===== src/rtl/ble_power_pkg.sv =====
// Shared power-management types: requested power states, sequencer steps and
// the per-state domain control configuration.
package ble_power_pkg;

  typedef enum logic [1:0] {
    PS_SHUTDOWN  = 2'b00,
    PS_DEEPSLEEP = 2'b01,
    PS_SLEEP     = 2'b10,
    PS_ACTIVE    = 2'b11
  } pwr_state_t;

  // Step order matters: the sequencer advances by incrementing the encoding.
  typedef enum logic [3:0] {
    ST_IDLE,
    ST_CLK_OFF,
    ST_ISO_ON,
    ST_RET_SET,
    ST_PWR_OFF,
    ST_PWR_ON,
    ST_WAIT_PG,
    ST_RET_CLR,
    ST_ISO_OFF,
    ST_CLK_ON,
    ST_FAULT
  } seq_step_t;

  typedef struct packed {
    logic core;
    logic rf;
    logic iso;
    logic ret;
    logic clk;
  } pwr_cfg_t;

  localparam pwr_cfg_t CFG_SAFE = '{core: 1'b0, rf: 1'b0, iso: 1'b1, ret: 1'b0, clk: 1'b0};

endpackage


===== src/rtl/pwr_target_decode.sv =====
// Maps a requested power state to its core/rf/iso/ret/clk target configuration.
module pwr_target_decode
  import ble_power_pkg::*;
(
  input  logic [1:0] power_state,
  output pwr_cfg_t   cfg
);

  always_comb begin
    cfg = CFG_SAFE;
    case (power_state)
      PS_ACTIVE:    cfg = '{core: 1'b1, rf: 1'b1, iso: 1'b0, ret: 1'b0, clk: 1'b1};
      PS_SLEEP:     cfg = '{core: 1'b1, rf: 1'b0, iso: 1'b1, ret: 1'b0, clk: 1'b0};
      PS_DEEPSLEEP: cfg = '{core: 1'b0, rf: 1'b0, iso: 1'b1, ret: 1'b1, clk: 1'b0};
      default:      cfg = CFG_SAFE;
    endcase
  end

endmodule


===== src/rtl/power_domain_seq.sv =====
// Sequences clock-gate, isolation, retention and rail enables for the core and
// RF domains toward the requested power state, waiting on rail power-good.
//
// state      | meaning
// IDLE       | compare request with cur_state, latch target on mismatch
// CLK_OFF    | gate functional clock if target needs it off
// ISO_ON     | enable isolation clamps if target needs them
// RET_SET    | assert retention if target needs it
// PWR_OFF    | drop rails the target turns off
// PWR_ON     | raise rails the target turns on
// WAIT_PG    | wait for power-good on enabled rails, bounded by PG_TIMEOUT
// RET_CLR    | release retention if target clears it
// ISO_OFF    | release isolation if target clears it
// CLK_ON     | ungate clock if target needs it; completion on exit
// FAULT      | safe state, sticky until reset
module power_domain_seq
  import ble_power_pkg::*;
#(
  parameter int STEP_DLY   = 4,
  parameter int PG_TIMEOUT = 64
) (
  input  logic       clk,
  input  logic       reset_n,
  input  logic [1:0] power_state,
  input  logic       pgood_core,
  input  logic       pgood_rf,
  output logic       pwr_en_core,
  output logic       pwr_en_rf,
  output logic       iso_en,
  output logic       ret_en,
  output logic       clk_en,
  output logic [1:0] cur_state,
  output logic       seq_busy,
  output logic       seq_done,
  output logic       fault
);

  localparam int CNT_MAX = (STEP_DLY > PG_TIMEOUT) ? STEP_DLY : PG_TIMEOUT;
  localparam int CNT_W   = $clog2(CNT_MAX + 1);
  localparam logic [CNT_W-1:0] STEP_LOAD = CNT_W'(STEP_DLY - 1);
  localparam logic [CNT_W-1:0] PG_LOAD   = CNT_W'(PG_TIMEOUT - 1);

  seq_step_t        step_q, step_d;
  logic [CNT_W-1:0] cnt_q, cnt_d;
  pwr_cfg_t         req_cfg, tgt_q, tgt_d, ctl_q, ctl_d;
  logic [1:0]       tgt_state_q, tgt_state_d, cur_q, cur_d;
  logic             busy_q, busy_d, done_q, done_d, fault_q, fault_d;
  logic             pg_ok, chg;

  pwr_target_decode u_decode (
    .power_state (power_state),
    .cfg         (req_cfg)
  );

  always_ff @(posedge clk or negedge reset_n) begin
    if (!reset_n) begin
      step_q      <= ST_IDLE;
      cnt_q       <= '0;
      tgt_q       <= CFG_SAFE;
      tgt_state_q <= 2'b00;
      ctl_q       <= CFG_SAFE;
      cur_q       <= 2'b00;
      busy_q      <= 1'b0;
      done_q      <= 1'b0;
      fault_q     <= 1'b0;
    end else begin
      step_q      <= step_d;
      cnt_q       <= cnt_d;
      tgt_q       <= tgt_d;
      tgt_state_q <= tgt_state_d;
      ctl_q       <= ctl_d;
      cur_q       <= cur_d;
      busy_q      <= busy_d;
      done_q      <= done_d;
      fault_q     <= fault_d;
    end
  end

  always_comb begin
    step_d      = step_q;
    cnt_d       = cnt_q;
    tgt_d       = tgt_q;
    tgt_state_d = tgt_state_q;
    ctl_d       = ctl_q;
    cur_d       = cur_q;
    fault_d     = fault_q;
    done_d      = 1'b0;
    chg         = 1'b0;
    pg_ok       = (pgood_core | ~ctl_q.core) & (pgood_rf | ~ctl_q.rf);

    case (step_q)
      ST_IDLE: begin
        if ((power_state != cur_q) && !fault_q) begin
          tgt_d       = req_cfg;
          tgt_state_d = power_state;
          step_d      = ST_CLK_OFF;
        end
      end
      ST_WAIT_PG: begin
        // Power-good is tested before the timeout so a late rise still wins.
        if (pg_ok)              step_d = ST_RET_CLR;
        else if (cnt_q == '0)   step_d = ST_FAULT;
      end
      ST_CLK_ON: begin
        if (cnt_q == '0) begin
          step_d = ST_IDLE;
          cur_d  = tgt_state_q;
          done_d = 1'b1;
        end
      end
      ST_FAULT: step_d = ST_FAULT;
      default: begin
        if (cnt_q == '0) step_d = seq_step_t'(step_q + 4'd1);
      end
    endcase

    // Each step's control change is applied on the edge that enters it.
    if (step_d != step_q) begin
      case (step_d)
        ST_CLK_OFF: begin
          chg       = ctl_q.clk & ~tgt_d.clk;
          ctl_d.clk = ctl_q.clk & tgt_d.clk;
        end
        ST_ISO_ON: begin
          chg       = ~ctl_q.iso & tgt_d.iso;
          ctl_d.iso = ctl_q.iso | tgt_d.iso;
        end
        ST_RET_SET: begin
          chg       = ~ctl_q.ret & tgt_d.ret;
          ctl_d.ret = ctl_q.ret | tgt_d.ret;
        end
        ST_PWR_OFF: begin
          chg        = (ctl_q.core & ~tgt_d.core) | (ctl_q.rf & ~tgt_d.rf);
          ctl_d.core = ctl_q.core & tgt_d.core;
          ctl_d.rf   = ctl_q.rf & tgt_d.rf;
        end
        ST_PWR_ON: begin
          chg        = (~ctl_q.core & tgt_d.core) | (~ctl_q.rf & tgt_d.rf);
          ctl_d.core = ctl_q.core | tgt_d.core;
          ctl_d.rf   = ctl_q.rf | tgt_d.rf;
        end
        ST_RET_CLR: begin
          chg       = ctl_q.ret & ~tgt_d.ret;
          ctl_d.ret = ctl_q.ret & tgt_d.ret;
        end
        ST_ISO_OFF: begin
          chg       = ctl_q.iso & ~tgt_d.iso;
          ctl_d.iso = ctl_q.iso & tgt_d.iso;
        end
        ST_CLK_ON: begin
          chg       = ~ctl_q.clk & tgt_d.clk;
          ctl_d.clk = ctl_q.clk | tgt_d.clk;
        end
        ST_FAULT: begin
          ctl_d   = CFG_SAFE;
          fault_d = 1'b1;
        end
        default: chg = 1'b0;
      endcase
      if (step_d == ST_WAIT_PG) cnt_d = PG_LOAD;
      else                      cnt_d = chg ? STEP_LOAD : '0;
    end else if (cnt_q != '0) begin
      cnt_d = cnt_q - 1'b1;
    end

    busy_d = (step_d != ST_IDLE);
  end

  assign pwr_en_core = ctl_q.core;
  assign pwr_en_rf   = ctl_q.rf;
  assign iso_en      = ctl_q.iso;
  assign ret_en      = ctl_q.ret;
  assign clk_en      = ctl_q.clk;
  assign cur_state   = cur_q;
  assign seq_busy    = busy_q;
  assign seq_done    = done_q;
  assign fault       = fault_q;

endmodule


===== config.mk =====
export PLATFORM = sky130hd
export DESIGN_NAME = power_domain_seq
export DESIGN_NICKNAME = d
export VERILOG_FILES = /design/src/rtl/ble_power_pkg.sv /design/src/rtl/pwr_target_decode.sv /design/src/rtl/power_domain_seq.sv
export SDC_FILE = /design/constraint.sdc
export NUM_CORES = 1
export LEC_CHECK = 0
export CELL_PAD_IN_SITES_DETAIL_PLACEMENT = 1
export CELL_PAD_IN_SITES_GLOBAL_PLACEMENT = 2
export CORE_MARGIN = 2
export CORE_UTILIZATION = 40
export DETAILED_ROUTE_END_ITERATION = 12
export PLACE_DENSITY = 0.94
export SYNTH_ARGS = -nofsm -noshare
export SYNTH_HDL_FRONTEND = slang
export SYNTH_SLANG_ARGS = --single-unit

===== constraint.sdc =====
create_clock -name clk -period 6 [get_ports clk]
set_clock_uncertainty 0.05 [all_clocks]
set_input_delay 0.6 -clock clk [delete_from_list [all_inputs] [get_ports clk]]
set_output_delay 0.6 -clock clk [all_outputs]
set_load 0.02 [all_outputs]

==> metrics <==
vias=1,563; Die Area=5550 um2; Max Fclk=0.288 GHz; drt initial violations=61; Critical Path Most Common Cell=ha_1; WP data arrival=3.64 ns; Layout Area Growth over Synthesis=11.1%; post-detailed-route wirelength per cell=17.3 um; Critical Path Start=cnt_q[0]$_DFFE_PN0P_; # IOs=16; Setup WS pre-CTS=2.36 ns; CTS root buf=clkbuf_8; crit path max-delay cell type=a21boi_4; final setup vio count=0; startpoint types=flop; die width=74.5 um; setup TNS=0 ns; Post-CTS Hold Buffers=0; flops & latches, synth=28; post-cts resize count=0; Synth cell types=70; R2R Path Start=cnt_q[0]$_DFFE_PN0P_; Pins Over Slew Limit=0; Placeable Area=4750 um2; CP max FO=14; yosys warns=0; Synth Instances=203; port buffer count=15; critical-path cell list=inv_1 > ha_1 > nor3b_4 > and2_4 > inv_2 > ha_1 > nand3_1 > a21o_1 > o2111ai_2 > a21boi_4 > o21ai_1 > and3_1 > a2111oi_4 > a2bb2oi_1; maxcap violations=0; Worst-path clk slew=0.10 ns; final hold violations=0; length in cells of the worst reg-to-reg path=14; VDD IR-drop max=0.116 mV; worst min path class=flop to flop; DRC Markers=0; total nets after synthesis=215; crit path capture=iso_en$_DFFE_PN1P_; clk_lat worst skew=0.29 ns; register area share after synthesis=35.4%; first-pass GRT wire length=8310 um; gr ovfl total=0; max_slew headroom=48.3%; DR vias/cell=5.56; hpwl dp=3700 um; nets=227; Syn Area/Cell=9.79 um2; DRT Wirelength=4850 um; Post-CTS Setup Inserts=0; Register-to-Register Setup Slack=2.53 ns; Pre-antenna DRT Iters=4; worst reg2reg path endpoint=iso_en$_DFFE_PN1P_; remaining antenna violation count=0; placed cell area=2150 um2; CTS tree=done; RSZ-0062 raised after global routing=false; crit path time final=3.47 ns; Total GRT Usage=19.7%; vias in the first global route=1,626; Placer Congestion=0.802; layout cells sized above 1=13.6%; PnR worst setup slack=2.53 ns; pwr/cell area=145 nW/um2; H-tree levels=1; status=finished, final reports clean; most used flip-flop cell after synthesis=dfrtp_1; CTS Buf Count=3; Post-synth EDFFs=0; Leak=0.984 nW; Setup crit end kind=flop; clk buf depth=2; Critical Path RT=6.17 ns; worst slew pin tran=0.775 ns; Cell Area, Synth=1990 um2; classification of the worst setup path=flop to flop; Max stage delay on crit path=0.48 ns; number of core rows=25; largest net degree at the start of global routing=29; Initial Utilization=41.8%; final instance area=2210 um2; Die Y-Extent=74.5 um; clock sink count=28; fillcell total=565; Ant. Diodes=0; Final period util=57.8%; initial antenna violation count=0; ys async rst share=100%
worst min path at each step:
| stage | start | endpoint | slack [ns] | cells after the start |
|---|---|---|---|---|
| global placement | iso_en$_DFFE_PN1P_ | iso_en$_DFFE_PN1P_ | 0.45 | 2 |
| floorplan | reset_n | clk_en$_DFFE_PN0P_ | 0.25 | 0 |
| detailed placement | iso_en$_DFFE_PN1P_ | iso_en$_DFFE_PN1P_ | 0.46 | 2 |
| global route | iso_en$_DFFE_PN1P_ | iso_en$_DFFE_PN1P_ | 0.49 | 2 |
| CTS | iso_en$_DFFE_PN1P_ | iso_en$_DFFE_PN1P_ | 0.48 | 2 |
| finish | iso_en$_DFFE_PN1P_ | iso_en$_DFFE_PN1P_ | 0.48 | 2 |
critical path, delay by kind of cell (launching register included):
family	cells	cell delay [ns]
AO/OA/AOI/OAI	6	1.49
AND/OR/NAND/NOR	4	0.80
adder cells (fa/ha/maj)	2	0.44
flip-flops	1	0.38
buffers and inverters	2	0.23
sequential cells by signal, indices dropped and copies added (netlist names), 2 cells and up:
register / cells
cnt_q: 7
tgt_q: 5
cur_state: 2
step_q: 4
tgt_state_q: 2
where the power goes:
| part | switching (mW) | internal [mW] | leakage, nW |
|---|---|---|---|
| clock network | 0.0628 | 0.0590 | 0.0288 |
| registers | 0 | 0.189 | 0.379 |
| logic | 0.00636 | 0.00427 | 0.576 |
logic make-up after synthesis:
group / Yosys count / synth area share, %
compound gates: 61 / 26.4
xor+xnor: 8 / 3.90
fa+ha+maj: 6 / 3.78
buf+inv: 27 / 7.24
flops: 28 / 35.4
mux: 9 / 4.78
simple gates: 64 / 18.5
synthesized netlist by cell type (2+ instances only):
cell type  instances  area [um2]
a21boi_0           2        15.0
a21o_1             2        15.0
a21oi_1            6        30.0
a221o_1            2        20.0
a31oi_1            3        18.8
and3_1             2        12.5
buf_4              3        22.5
buf_6              4        45.0
dfrtp_1           26         651
dfstp_2            2        52.6
ha_1               6        75.1
inv_1             16        60.1
inv_2              2        7.51
mux2_2             4        45.0
mux2i_1            5        50.1
nand2_1           12        45.0
nand2b_1           2        12.5
nand3_1            7        35.0
nand3b_1           3        22.5
nand4_1            3        18.8
nor2_1            11        41.3
nor2b_1            2        12.5
nor3_1             6        30.0
o211ai_1           3        22.5
o21ai_0            8        40.0
o21ai_1            3        15.0
o21bai_1           2        15.0
o22a_1             2        17.5
o22ai_1            3        18.8
o31ai_1            2        15.0
o41ai_1            2        17.5
or3_1              4        25.0
xnor2_1            4        35.0
xor2_1             3        26.3
final cells by class:
class                           instances  area (um2)  share of cell area, %
Inverter                               18        67.6                   3.06
Multi-Input combinational cell        148        1140                   51.7
Tap cell                               67        83.8                   3.80
Sequential cell                        28         703                   31.8
Clock buffer                            4        55.1                   2.49
Timing Repair Buffer                   16         158                   7.14
metal layers:
layer	wire length, um	vias to the layer above	global-route usage (%)	part of all wire, %
li1	-	768	-	-
met1	2420	779	28.0	50
met2	2310	12	31.5	48
met3	68	4	2.98	1.4
met4	56	0	5.36	1.2
met5	0	-	0	0
through the flow:
stage | hold slack [ns] | utilization [%] | power [mW] | std cells
finish | 0.476 | 46.4 | 0.321 | 281
global route | 0.491 | 46.4 | 0.333 | 281
CTS | 0.479 | 46.4 | 0.326 | 281
detailed placement | 0.462 | 45.3 | 0.203 | 277
global placement | 0.451 | 45.3 | 0.203 | 277
floorplan | 0.254 | - | 0.194 | 203
layout by cell type, fill, tap and decap left out, drive strengths merged, types with 3 or more instances in the layout:
cell type       n
a21boi          4
a21oi           7
a221o           3
a31oi           3
and3            3
clkbuf          4
clkdlybuf4s50  15
dfrtp          26
ha              6
inv            18
mux2            4
mux2i           5
nand2          12
nand3           8
nand3b          3
nand4           3
nor2           11
nor3            6
o211ai          3
o21ai          12
o22ai           3
or3             4
xnor2           4
xor2            4
Note: power is estimated with default switching activity, not from simulation.
==> RTL change 1 (same settings) <==
Put a register stage on the outputs `pwr_en_core`, `pwr_en_rf`, `iso_en` and `ret_en`. The values now appear one clock later. The other outputs are not delayed to match.
--- a/src/rtl/power_domain_seq.sv
+++ b/src/rtl/power_domain_seq.sv
@@ -166,10 +166,12 @@
     busy_d = (step_d != ST_IDLE);
   end
 
-  assign pwr_en_core = ctl_q.core;
-  assign pwr_en_rf   = ctl_q.rf;
-  assign iso_en      = ctl_q.iso;
-  assign ret_en      = ctl_q.ret;
+  always_ff @(posedge clk) begin
+    pwr_en_core <= ctl_q.core;
+    pwr_en_rf   <= ctl_q.rf;
+    iso_en      <= ctl_q.iso;
+    ret_en      <= ctl_q.ret;
+  end
   assign clk_en      = ctl_q.clk;
   assign cur_state   = cur_q;
   assign seq_busy    = busy_q;
Behaviour: not the same (a bounded check fails within 4 cycles, from zero or initial values and one cycle with reset_n low).
==> RTL change 1 against the original RTL <==
Cell count grew 3.9%. Sequential cell count is 4 higher. Area after synthesis rose by 0.82%. Wire length grew 7.4%. Final area increased by 3.9%. Count of clock-buffer cells in the layout up 2. Worst setup slack worse by 0.75 ns. Sequential share of layout area up 2.3 points. Global-route usage is 1.4 points higher.
Power is not shown: default switching activity piles up to over one toggle a cycle in this logic, so the estimate is an artifact.
==> RTL change 1: results (changes against the original RTL) <==
ROUTE
------------------------------------------------------------------------------------
DR pass1 iterations ...................................................            4   unchanged
Average via count per standard cell ...................................        5.613   was 5.562
Drt total wl ..........................................................      5210 um   was 4851 um

CLOCKING
------------------------------------------------------------------------------------
Clock slew at reported path FFs .......................................      0.07 ns   was 0.10 ns
Maximum level of the CTS H-tree .......................................            2   was 1

TIMING
------------------------------------------------------------------------------------
Remaining max-slew budget at the tightest pin .........................       41.78%   was 48.32%

HOLD PATH
------------------------------------------------------------------------------------
Instance count along the most critical hold path ......................            0   was 2
Min-delay src .........................................................     ctl_q[2]   was iso_en
WHS Endpoint ..........................................................       iso_en   unchanged

CRITICAL PATH
------------------------------------------------------------------------------------
FF-to-FF setup slack ..................................................      1.78 ns   was 2.53 ns
Max stage delay on crit path ..........................................      0.76 ns   was 0.48 ns
Crit Path Max Fanout ..................................................           12   was 14
Worst flop-to-flop path endpoint ......................................     ctl_q[1]   was iso_en
Critical Path Slowest Stage Cell ......................................      o31ai_2   was a21boi_4

SYNTHESIS
------------------------------------------------------------------------------------
Synth unique cells ....................................................           64   was 70
Post-Syn Nets .........................................................          219   was 215
Share of the yosys chip area belonging to registers ...................       39.08%   was 35.37%
Proportion of synthesized flip-flops having asynchronous set or reset .       87.50%   was 100.0%

PLACED DESIGN
------------------------------------------------------------------------------------
Final GP Congestion ...................................................       0.8375   was 0.8021
Detailed placer's ending HPWL .........................................      3991 um   was 3696 um

GLOBAL ROUTING
------------------------------------------------------------------------------------
Via count of the first global-routing pass ............................         1706   was 1626
Global-route wire length before repair ................................      8700 um   was 8307 um

RUN STATUS
------------------------------------------------------------------------------------
Result of the run ..................................................... complete, no violations   unchanged

LAYOUT
------------------------------------------------------------------------------------
Fill cell total of the finished layout ................................          563   was 565
Largest registers ..................................................... cnt_q x7, tgt_q x5   was cnt_q x7, tgt_q x5, step_q x4
Count of nets after finishing .........................................          236   was 227
Ratio of cells with drive above 1 in the final layout .................       13.33%   was 13.55%

==> RTL change 1: cell types whose count changed in the layout (fill, tap and decap cells not counted), sizes merged, moves of 4 or more <==
cell and delta:
a21boi -4, nand2 +8, dfxtp +4, nand2b +5
==> RTL change 1: cells by family after synthesis <==
kind of cell             after synthesis  share of synthesized area, %
AND/OR/NAND/NOR                       73                         18.79
AO/OA/AOI/OAI                         52                         22.85
flip-flops                            32                         39.08
buffers and inverters                 24                         5.805
multiplexers                          12                         6.242
XOR/XNOR                               8                         3.495
adder cells (fa/ha/maj)                6                         3.745
==> RTL change 1: final cells by class <==
type	instances	area share, %
clock buffers	6	3.599
multi-input cells	151	48.15
clock inverters	2	0.4362
inverters	18	3.162
well taps	67	3.653
flip-flops and latches	32	34.13
repair buffers	16	6.870
==> RTL change 1: worst reg2reg max path, stage by stage (launching register included) <==
cell,delay [ns]
dfrtp_1,0.41
inv_1,0.08
ha_1,0.21
nor4b_2,0.30
and2_1,0.33
inv_4,0.10
ha_1,0.20
a31oi_1,0.14
nor2_1,0.09
o31ai_2,0.76
inv_2,0.22
xnor2_1,0.24
nand3_1,0.45
a41oi_1,0.47
a211oi_2,0.07
==> RTL change 1: worst max path at each step <==
stage	endpoint	cells past startpoint	startpoint	slack, ns
final	ctl_q[1]	14	cnt_q[0]	1.78
after global routing	ctl_q[1]	14	cnt_q[0]	1.43
after CTS	ctl_q[1]	14	cnt_q[0]	1.79
after detailed placement	ctl_q[1]	10	power_state[1]	1.74
after global placement	cnt_q[1]	10	power_state[1]	1.86
after floorplan	cnt_q[1]	15	cnt_q[0]	2.92
==> RTL change 1: through the flow <==
| stage | setup slack (ns) | hold slack [ns] | area [um2] | std cells | util, % |
|---|---|---|---|---|---|
| after floorplan | 2.925 | 0.2544 | 2004 | 207 | - |
| after global placement | 1.860 | 0.3800 | 2202 | 284 | 46.01 |
| after detailed placement | 1.739 | 0.3807 | 2202 | 284 | 46.01 |
| after CTS | 1.793 | 0.3974 | 2295 | 292 | 47.95 |
| after global routing | 1.431 | 0.3985 | 2295 | 292 | 47.95 |
| final | 1.776 | 0.3917 | 2295 | 292 | 47.95 |
==> RTL change 1: routing by layer <==
layer / GRT usage (%) / wire (um) / up-vias
li1: - / - / 793
met1: 28.27 / 2515 / 813
met2: 33.82 / 2431 / 22
met3: 5.087 / 157 / 11
met4: 6.944 / 105 / 0
met5: 0 / 0 / -
==> RTL change 2 (config.mk and constraints unchanged) <==
Made on the original files. Change the parameter `STEP_DLY` from 4 to 8.
--- a/src/rtl/power_domain_seq.sv
+++ b/src/rtl/power_domain_seq.sv
@@ -16,7 +16,7 @@
 module power_domain_seq
   import ble_power_pkg::*;
 #(
-  parameter int STEP_DLY   = 4,
+  parameter int STEP_DLY   = 8,
   parameter int PG_TIMEOUT = 64
 ) (
   input  logic       clk,
Function: no difference found for any inputs over 10 cycles, from zero or initial values and one cycle with reset_n low; that may be too few to reach the edited logic, so the function may still have changed.
==> RTL change 2 against the original RTL <==
Hold slack better by 0.0080 ns. Largest cell class unchanged. Area after synthesis is 1.6% higher. Highest routed layer unchanged. Largest power group unchanged. Global-route usage is 2.3 points higher. Sequential cell count stayed put. Total power is 5.9% lower. Critical path type unchanged. Final area is 2.5% higher. Wire length is 14% higher. Worst setup slack better by 0.070 ns.
==> RTL change 2: results (changes against the original RTL) <==
POWER AND IR DROP
---------------------------------------------------------------------------------
IR drop worst, VDD .................................................   0.07698 mV   was 0.1160 mV
Power in the clock group ...........................................     0.103 mW   was 0.122 mW

SYNTHESIS
---------------------------------------------------------------------------------
Post-synthesis mux area share ......................................       5.201%   was 4.783%
Synth unique cells .................................................           72   was 70
Mean post-synth cell area ..........................................    9.487 um2   was 9.794 um2
Share of the yosys chip area belonging to registers ................       34.80%   was 35.37%
Compound-gate portion of the synthesized area ......................       28.11%   was 26.43%
Adder-Cell Fraction of Synth Area ..................................       3.715%   was 3.776%
Post-Syn Nets ......................................................          225   was 215

PLACED DESIGN
---------------------------------------------------------------------------------
Cell area reported after detailed placement ........................     2222 um2   was 2153 um2
Detailed placer's ending HPWL ......................................      4098 um   was 3696 um
Setup Slack @ Placement ............................................     2.392 ns   was 2.357 ns

ROUTE
---------------------------------------------------------------------------------
Avg WL per Cell ....................................................     18.91 um   was 17.26 um
Vias ...............................................................         1733   was 1563

CLOCKING
---------------------------------------------------------------------------------
Source-to-sink clock delay at the later pin of the worst-skew pair .      0.27 ns   was 0.29 ns

HOLD PATH
---------------------------------------------------------------------------------
Min-delay src ...................................................... tgt_state_q[0]   was iso_en
Instance count along the most critical hold path ...................            1   was 2

GLOBAL ROUTING
---------------------------------------------------------------------------------
Via count of the first global-routing pass .........................         1801   was 1626
Overall fraction of global-route tracks in use .....................       22.06%   was 19.72%
Global-route wire length before repair .............................      9328 um   was 8307 um

LAYOUT
---------------------------------------------------------------------------------
Count of nets after finishing ......................................          240   was 227

CRITICAL PATH
---------------------------------------------------------------------------------
FF-to-FF setup slack ...............................................      2.60 ns   was 2.53 ns
Max stage delay on crit path .......................................      0.46 ns   was 0.48 ns
Critical Path Slowest Stage Cell ...................................       and2_1   was a21boi_4
Crit Path Max Fanout ...............................................           10   was 14
Worst flop-to-flop path endpoint ...................................     cnt_q[1]   was iso_en

TIMING
---------------------------------------------------------------------------------
Final worst path period share ......................................       56.66%   was 57.84%
WHS ................................................................    0.4840 ns   was 0.4760 ns

RUN STATUS
---------------------------------------------------------------------------------
Result of the run .................................................. complete, no violations   unchanged

RTL change 2: changes by cell type after synthesis, moves of 3 or more:
cell	change
nand3_1	-4
nor3_1	+5
o21ai_0	+5
nor2b_1	+3
a41oi_1	+3
buf_6	-3
RTL change 2: layout make-up:
cell class | instances | area, um2
Fill cell | 570 | 2522
Timing Repair Buffer | 16 | 157.7
Tap cell | 67 | 83.83
Sequential cell | 28 | 703.2
Clock buffer | 3 | 41.29
Inverter | 20 | 82.58
Multi-Input combinational cell | 159 | 1195
RTL change 2: per-layer routing:
metal	global-route usage, %	vias up	wire length [um]	share of wire, %
met5	0	-	0	0
met2	34.70	37	2611	47
met4	7.738	0	136	2.5
met3	3.882	12	201	3.6
met1	30.51	864	2592	47
li1	-	820	-	-
RTL change 2: logic make-up after synthesis:
family | count (synthesis)
AOI/OAI and AO/OA | 68
xor gates and xnor gates | 7
adders and majority gates | 6
buffers and inverters | 26
DFF | 28
muxes | 10
and+or+nand+nor | 68
